===== config.mk =====
export PLATFORM = sky130hd
export DESIGN_NAME = router_output_arbiter
export DESIGN_NICKNAME = d
export VERILOG_FILES = /design/src/rtl/router_output_arbiter.sv
export SDC_FILE = /design/constraint.sdc
export NUM_CORES = 1
export LEC_CHECK = 0
export CORE_ASPECT_RATIO = 1.1
export CORE_MARGIN = 2
export CORE_UTILIZATION = 50
export DETAILED_ROUTE_END_ITERATION = 8
export PLACE_DENSITY_LB_ADDON = 0.25
export SLEW_MARGIN = 15
export SYNTH_ARGS = -nofsm -noshare
export SYNTH_HDL_FRONTEND = slang
export SYNTH_SLANG_ARGS = --single-unit

===== constraint.sdc =====
create_clock -name clock -period 5.36 [get_ports clock]
set_clock_uncertainty 0.15 [all_clocks]
set_input_delay 1.34 -clock clock [delete_from_list [all_inputs] [get_ports clock]]
set_output_delay 1.34 -clock clock [all_outputs]
set_load 0.02 [all_outputs]

===== src/rtl/router_output_arbiter.sv =====
// Per-output round-robin arbiter for the 16-port serial router.
// Holds one grant per frame; releases on done or hang timeout.
module router_output_arbiter #(
   parameter int NPORTS  = 16,
   parameter int ID_W    = 4,
   parameter int TIMEOUT = 1024,
   parameter int TMO_W   = 11
) (
   input  logic              clock,
   input  logic              reset,
   input  logic              enable,
   input  logic [NPORTS-1:0] req,
   input  logic [NPORTS-1:0] done,
   output logic [NPORTS-1:0] grant,
   output logic [ID_W-1:0]   grant_id,
   output logic              grant_valid,
   output logic              timeout_err,
   output logic [15:0]       pkt_count
);

   typedef enum logic [1:0] {IDLE, GRANT, GAP} state_t;

   state_t            state_q;
   logic [ID_W-1:0]   ptr_q;
   logic [ID_W-1:0]   id_q;
   logic [TMO_W-1:0]  timer_q;
   logic [NPORTS-1:0] grant_q;
   logic              valid_q;
   logic              terr_q;
   logic [15:0]       cnt_q;

   logic              hit_d;
   logic [ID_W-1:0]   sel_d;
   logic [ID_W-1:0]   idx_d;
   logic [ID_W-1:0]   ptr_d;
   logic              done_hit;
   logic              tmo_hit;

   localparam logic [NPORTS-1:0] ONE = {{(NPORTS-1){1'b0}}, 1'b1};

   // First requester at or after ptr, wrapping at NPORTS-1.
   always_comb begin
      hit_d = 1'b0;
      sel_d = '0;
      idx_d = '0;
      for (int i = 0; i < NPORTS; i++) begin
         idx_d = ID_W'((int'(ptr_q) + i) % NPORTS);
         if (!hit_d && req[idx_d]) begin
            hit_d = 1'b1;
            sel_d = idx_d;
         end
      end
   end

   assign done_hit = done[id_q];
   assign tmo_hit  = (timer_q == TMO_W'(TIMEOUT - 1));
   assign ptr_d    = (id_q == ID_W'(NPORTS - 1)) ? '0 : id_q + 1'b1;

   always_ff @(posedge clock) begin
      if (reset) begin
         state_q <= IDLE;
         ptr_q   <= '0;
         id_q    <= '0;
         timer_q <= '0;
         grant_q <= '0;
         valid_q <= 1'b0;
         terr_q  <= 1'b0;
         cnt_q   <= '0;
      end else begin
         terr_q <= 1'b0;
         unique case (state_q)
            IDLE: begin
               if (enable && hit_d) begin
                  grant_q <= ONE << sel_d;
                  id_q    <= sel_d;
                  valid_q <= 1'b1;
                  timer_q <= '0;
                  state_q <= GRANT;
               end
            end
            GRANT: begin
               timer_q <= timer_q + 1'b1;
               if (done_hit || tmo_hit) begin
                  grant_q <= '0;
                  id_q    <= '0;
                  valid_q <= 1'b0;
                  ptr_q   <= ptr_d;
                  state_q <= GAP;
                  // done on the final timer cycle still counts as a frame
                  if (done_hit) begin
                     if (cnt_q != 16'hFFFF) cnt_q <= cnt_q + 1'b1;
                  end else begin
                     terr_q <= 1'b1;
                  end
               end
            end
            GAP: state_q <= IDLE;
            default: state_q <= IDLE;
         endcase
      end
   end

   assign grant       = grant_q;
   assign grant_id    = id_q;
   assign grant_valid = valid_q;
   assign timeout_err = terr_q;
   assign pkt_count   = cnt_q;

endmodule


Word level (Yosys, flattened, before mapping)
Cells that the tools add are included.

operators by class
  add/subtract/negate cells = 18
  magnitude comparators = 17
  eq/ne operators = 6
  shift operators = 1
  multiplexer cells = 82
  bitwise logic cells = 2
  reductions and logical operators = 40

operator list
  operator                                                                       count
  4-bit by 5-bit less-than comparator with 1-bit output (second input constant)  17
  4-bit two-way mux                                                              19
  1-bit binary-select mux with 4-bit select                                      17
  1-bit two-way mux                                                              36
  4-bit adder (second input constant)                                            8
  16-bit two-way mux                                                             2
  16-bit one-hot mux with 2 select lines                                         1
  11-bit one-hot mux with 2 select lines                                         1
  16-bit by 1-bit adder with 16-bit output (second input constant)               1
  4-bit by 3-bit adder with 4-bit output (second input constant)                 4
  1-bit logical AND                                                              16
  16-bit != test (second input constant)                                         1
  1-bit by 4-bit << shifter with 16-bit output (first input constant)            1
  1-bit zero test                                                                15
  11-bit by 1-bit adder with 11-bit output (second input constant)               1
  11-bit by 10-bit equality test with 1-bit output (second input constant)       1
  11-bit two-way mux                                                             1
  4-bit by 1-bit adder with 4-bit output (second input constant)                 2
  4-bit by 2-bit adder with 4-bit output (second input constant)                 2
  4-bit one-hot mux with 2 select lines                                          1
  2-bit AND reduction                                                            3
  4-bit equality test (second input constant)                                    1
  2-bit two-way mux                                                              2
  2-bit != test (second input constant)                                          2
  10 further kinds                                                               11

word-level totals
  register bits = 55
  input bits = 35
  output and inout port bits = 38
  logic and storage cells = 174

Depth between registers and ports, before layout
Gate-level depths: netlist of the first run.

  word-level depth = 51
  depth in mapped cells = 20
  mapped depth without buffers = 12

Worst setup path before layout of the first run
No wires, ideal clock.

  kind = reg2reg
  start point = register ptr_q[1]
  end point = register grant_q[10], in the netlist grant[10]
  library setup time = 0.059 ns
  arrival = 4.973 ns
  data required time = 5.151 ns
  setup slack = 0.178 ns
  stages on the path, launching flop included = 21
  path buffers = 9
  period minus slack after synthesis = 5.182 ns
  path through = dfxtp_1 buf_2 buf_2 clkbuf_1 inv_1 ha_1 clkbuf_1 clkbuf_1 mux4_2 mux2_2 mux2i_1 nand3_1 or4_1 buf_2 o211ai_4 nand2b_1 buf_6 nor2b_4 buf_6 buf_6 a22o_1

between the ends
  cells in the longest elaborated chain, start to end = 51
  elaborated cells between the ends (all ways) = 115
  those cells by class = add/sub: 15; eq/ne: 1; shift: 1; mux: 66; reduce/logical: 32

RTL lines
  what                                                                                             RTL line  RTL
  start, declared                                                                                  24        logic [ID_W-1:0] ptr_q;
  start signal, assigned                                                                           87        ptr_q <= ptr_d;
  parallel branches: the longest is 51 deep, another holds 4-bit by 1-bit adder with 4-bit output  -
  end signal, assigned                                                                             74        grant_q <= ONE << sel_d;
  end, declared                                                                                    27        logic [NPORTS-1:0] grant_q;

Parallel ways; which one is timed is not known. The select of a mux whose other input is x is not followed.
A chain may end at the register's enable or synchronous reset.

Worst setup path after layout of the first run
  start point = input req[15]
  end point = register grant_q[0], in the netlist grant[0]

between the ends
  cells in the longest elaborated chain, start to end = 51
  elaborated cells between the ends (all ways) = 100
  those cells by class = eq/ne: 1; shift: 1; mux: 66; reduce/logical: 32

RTL lines
  what                                                                                      RTL line  RTL
  start, declared                                                                           12        input logic [NPORTS-1:0] req,
  1-bit binary-select mux with 4-bit select                                                 48        if (!hit_d && req[idx_d]) begin
  1-bit two-way mux (implied by the code)                                                   48
  1-bit two-way mux                                                                         48
  1-bit zero test                                                                           48
  1-bit logical AND                                                                         48
  1-bit two-way mux                                                                         48
  1-bit zero test                                                                           48
  1-bit logical AND                                                                         48
  (+35 left out)                                                                            -
  1-bit logical AND                                                                         48
  1-bit two-way mux                                                                         48
  1-bit zero test                                                                           48
  1-bit logical AND                                                                         48
  4-bit two-way mux / 1-bit two-way mux (equally long branches)                             48
  1-bit by 4-bit << shifter with 16-bit output / 1-bit logical AND (equally long branches)  74, 73
  16-bit two-way mux / 2-bit != test (equally long branches)                                -
  16-bit one-hot mux with 2 select lines / 3-bit AND reduction (equally long branches)      -

Parallel ways exist; a longest one is shown, timed or not. The select of a mux whose other input is x is not followed.

==> key figures, run 1 <==
Run status
  – Outcome: complete, no violations

Timing
  – Final cycle utilization of the critical path: 93.7%
  – Max Fclk: 0.199 GHz
  – Hold Fails Final Rpt: 0
  – Tmin final: 5.02 ns
  – Setup TNS: 0 ns
  – # setup viols final: 0
  – Final hold slack: 0.311 ns
  – Final Slew Violations: 0
  – Worst-Margin Slew: a little under 0.8 ns
  – Relative slew slack: about half
  – RSZ-0062 raised after global routing: false
  – Final WS setup: 0.340 ns

Critical path
  – Worst reg2reg setup slack: 0.40 ns
  – Critical setup path kind: in2reg
  – Worst Path Max Fanout: 6
  – Startpoint Class: input port
  – Worst reg2reg path startpoint: ptr_q[0]
  – CP Capture Type: flip-flop
  – Worst EP required: 5.47 ns
  – R2R cell count: 12
  – WP data arrival: 5.13 ns
  – Reg2Reg Capture Point: grant[0]

Worst hold path
  – Hold EP: grant_valid
  – Hold crit path type: reg2reg
  – Hold Path Stages: 2
  – Worst Hold Launch: grant_valid

Finish
  – Layout net count: 649
  – Area delta synth->final: 22.5%
  – Antenna diode count: 0
  – Share of cells above drive strength 1: 16.1%
  – # fillers: ~800

Clocking
  – Clk buf depth: 2
  – Clock slew at reported path FFs: 0.09 ns
  – Clk_lat worst skew: approximately 0.31 ns
  – Total setup buffers inserted after CTS: 0
  – CTS sink cnt: 55
  – TritonCTS clock tree: built
  – Inserted Clock Buffers: 5
  – Cts hold-fix bufs: 0
  – Root Driver: clkbuf_8
  – Resized Gates After CTS: 0
  – CTS H-Tree Depth: 2

GRT
  – Vias in the first global route: 4531
  – Largest net degree at the start of global routing: 35
  – Total gr overflow: 0
  – GRT Total Usage: between 20% and 30%
  – First-pass GRT wire length: around 23000 um
  – Antenna violations before repair: 0

Synthesis
  – Mapped Nets: 566
  – Mapped Avg Cell Area: roughly 9 sq um
  – Post-synthesis cell count: roughly 520
  – Yosys top cell by area: dfxtp_1
  – Yosys reg bits: 55
  – Synthesis Warnings: 0
  – EDFF count, synth: 0
  – Synthesized cell area: 4710 sq um
  – Post-synth top area share: 23.4%
  – Synth top area cells: dfxtp_1 23%, mux4_2 18%, mux2i_1 5.1%, nor2_1 4.5%, a21oi_1 3.5%
  – Yosys cell types: between 60 and 70
  – Async S/R FF share, synth: 0%
  – Top FF cell, synth: dfxtp_1
  – Register area share after synthesis: 23.4%

Route
  – Drc violations: 0
  – DR vias: 4703
  – Drt via density: 6.52
  – Drt wl/cell: 19.6 um
  – Antenna violation net count after detailed routing: 0
  – DRT Wirelength: 14100 um
  – Drt pass-1 iters: 5
  – DRT iter0 DRCs: 392

Power
  – Comb pwr share: about three fifths
  – Pleak: 0.00210 uW
  – Psw: 838 uW
  – Clock network fraction of design power: about 14%
  – Sw Share: 44.1%
  – Internal power: 1060 uW
  – Peak supply drop: 0.159 mV
  – Pwr per Cell Area: 329 nW/um^2
  – Sequential power share: 24.8%

Placement
  – Final RePlAce weighted congestion: 1.02
  – Worst slack at placement: 0.0674 ns
  – IO Port Bufs: 72
  – DP HPWL: between 10000 and 15000 um

Die
  – DIE WIDTH: 96.6 um
  – Core Footprint: 9260 sq um
  – Ports: 73
  – Die Area: 10200 sq um
  – Chip height: 106 um
  – Initial core utilization: 50.9%
  – Num rows: 37

Job
  – Max cap viols: 0
## power by group through the flow
stage | sequential, uW | combinational [uW] | clock, uW
floorplan | 490 | 763 | 0
global placement | 479 | 1120 | 0
detailed placement | 480 | 1120 | 0
CTS | 472 | 1120 | 275
global route | 476 | 1230 | 291
finish | 471 | 1150 | 271
## layout by cell type (no fill, tap or decap), types with 3 or more instances in the layout
| cell | netlist | routed |
|---|---|---|
| nand3_1 | 19 | 19 |
| o31ai_1 | 3 | 3 |
| a211oi_1 | 5 | 5 |
| a221o_1 | 3 | 3 |
| inv_1 | 19 | 19 |
| o21ai_0 | 23 | 23 |
| mux2_2 | 11 | 11 |
| and3_1 | 11 | 11 |
| nor2_1 | 56 | 56 |
| nor3_1 | 9 | 9 |
| or3_1 | 11 | 11 |
| buf_4 | 1 | 32 |
| nand2b_1 | 4 | 4 |
| xnor2_1 | 14 | 14 |
| a21oi_1 | 33 | 33 |
| xor2_1 | 11 | 11 |
| nand4_1 | 4 | 4 |
| o21a_1 | 5 | 5 |
| dfxtp_1 | 55 | 55 |
| o22ai_1 | 8 | 8 |
| nor2b_1 | 6 | 6 |
| a31oi_1 | 5 | 5 |
| o2111ai_1 | 3 | 3 |
| a22o_1 | 18 | 18 |
| mux4_2 | 37 | 37 |
| ha_1 | 10 | 10 |
| clkbuf_8 | 0 | 5 |
| clkdlybuf4s50_1 | 0 | 72 |
| nor4_1 | 3 | 3 |
| nand2_1 | 34 | 34 |
| mux2i_1 | 24 | 24 |
| and2_1 | 5 | 5 |
## flip-flops by register name, summed over array words and instances (netlist names)
name and cells:
timer_q 11, grant_id 4, timeout_err 1, state_q 2
ptr_q 4, pkt_count 16, grant_valid 1, grant 16
## metrics by stage
step	area (sq um)	std cells	total power (uW)	utilization [%]
after global placement	5660	714	1600	61.2
after detailed placement	5660	714	1600	61.2
after global routing	5770	721	2000	62.3
final	5770	721	1900	62.3
after CTS	5770	721	1870	62.3
after floorplan	4710	521	1250	-
## routing by layer
layer	up-vias	wire length [um]	GRT usage [%]
li1	2161	-	-
met1	2270	5980	40.0
met2	244	6680	45.0
met3	28	1140	5.65
met4	0	320	7.24
met5	-	0	0
## cells by family (layout without fill, tap and decap cells)
kind of cell,after synthesis,after routing,share of synthesized area (%)
AOI/OAI and AO/OA,135,135,20.0
xor gates and xnor gates,25,25,4.65
adders and majority gates,10,10,2.66
buffers and inverters,50,133,5.04
DFF,55,55,23.4
muxes,74,74,26.5
and+or+nand+nor,172,172,17.8
## layout make-up
cell class | instances | area [sq um] | share of cell area [%]
clock buffers | 5 | 68.8 | 1.19
clock inverters | 2 | 37.5 | 0.650
inverters | 22 | 82.6 | 1.43
multi-input cells | 416 | 3370 | 58.5
flip-flops and latches | 55 | 1100 | 19.1
well taps | 117 | 146 | 2.54
repair buffers | 104 | 961 | 16.7
## cells in the mapped netlist, drive strengths merged (6+ instances only)
cell,n
nor2,56
dfxtp,55
mux4,39
a21oi,34
nand2,34
mux2i,24
o21ai,24
inv,20
nand3,19
a22o,18
clkbuf,15
xnor2,14
buf,13
and3,11
mux2,11
or3,11
xor2,11
ha,10
nor3,9
o22ai,8
nor2b,7
a211oi,6
and2,6
## worst max path at each step
| stage | startpoint | to | slack [ns] | depth (start not counted) |
|---|---|---|---|---|
| after floorplan | ptr_q[1] | grant[10] | 0.18 | 20 |
| after global placement | req[9] | grant[2] | 0.19 | 11 |
| after detailed placement | req[6] | grant[0] | 0.07 | 11 |
| after CTS | req[15] | grant[0] | 0.38 | 11 |
| after global routing | req[6] | grant[9] | 0.17 | 11 |
| final | req[15] | grant[0] | 0.34 | 11 |
## critical path, cell delays in order
cell and delay (ns):
clkdlybuf4s50_1 0.50, mux4_2 0.56, mux4_2 0.59, a211oi_2 0.23, nand4_2 0.13, or4_1 0.73, a31oi_1 0.23, a21oi_1 0.07
a2bb2oi_2 0.28, and3_1 0.30, a22o_1 0.17
(Power assumes the default switching activity.)
==> run 2, diff against run 1 <==
CAP_MARGIN = 20   (was unset)
==> results of run 2 <==
The final DEF is identical to that of run 1; final timing and power are the same.
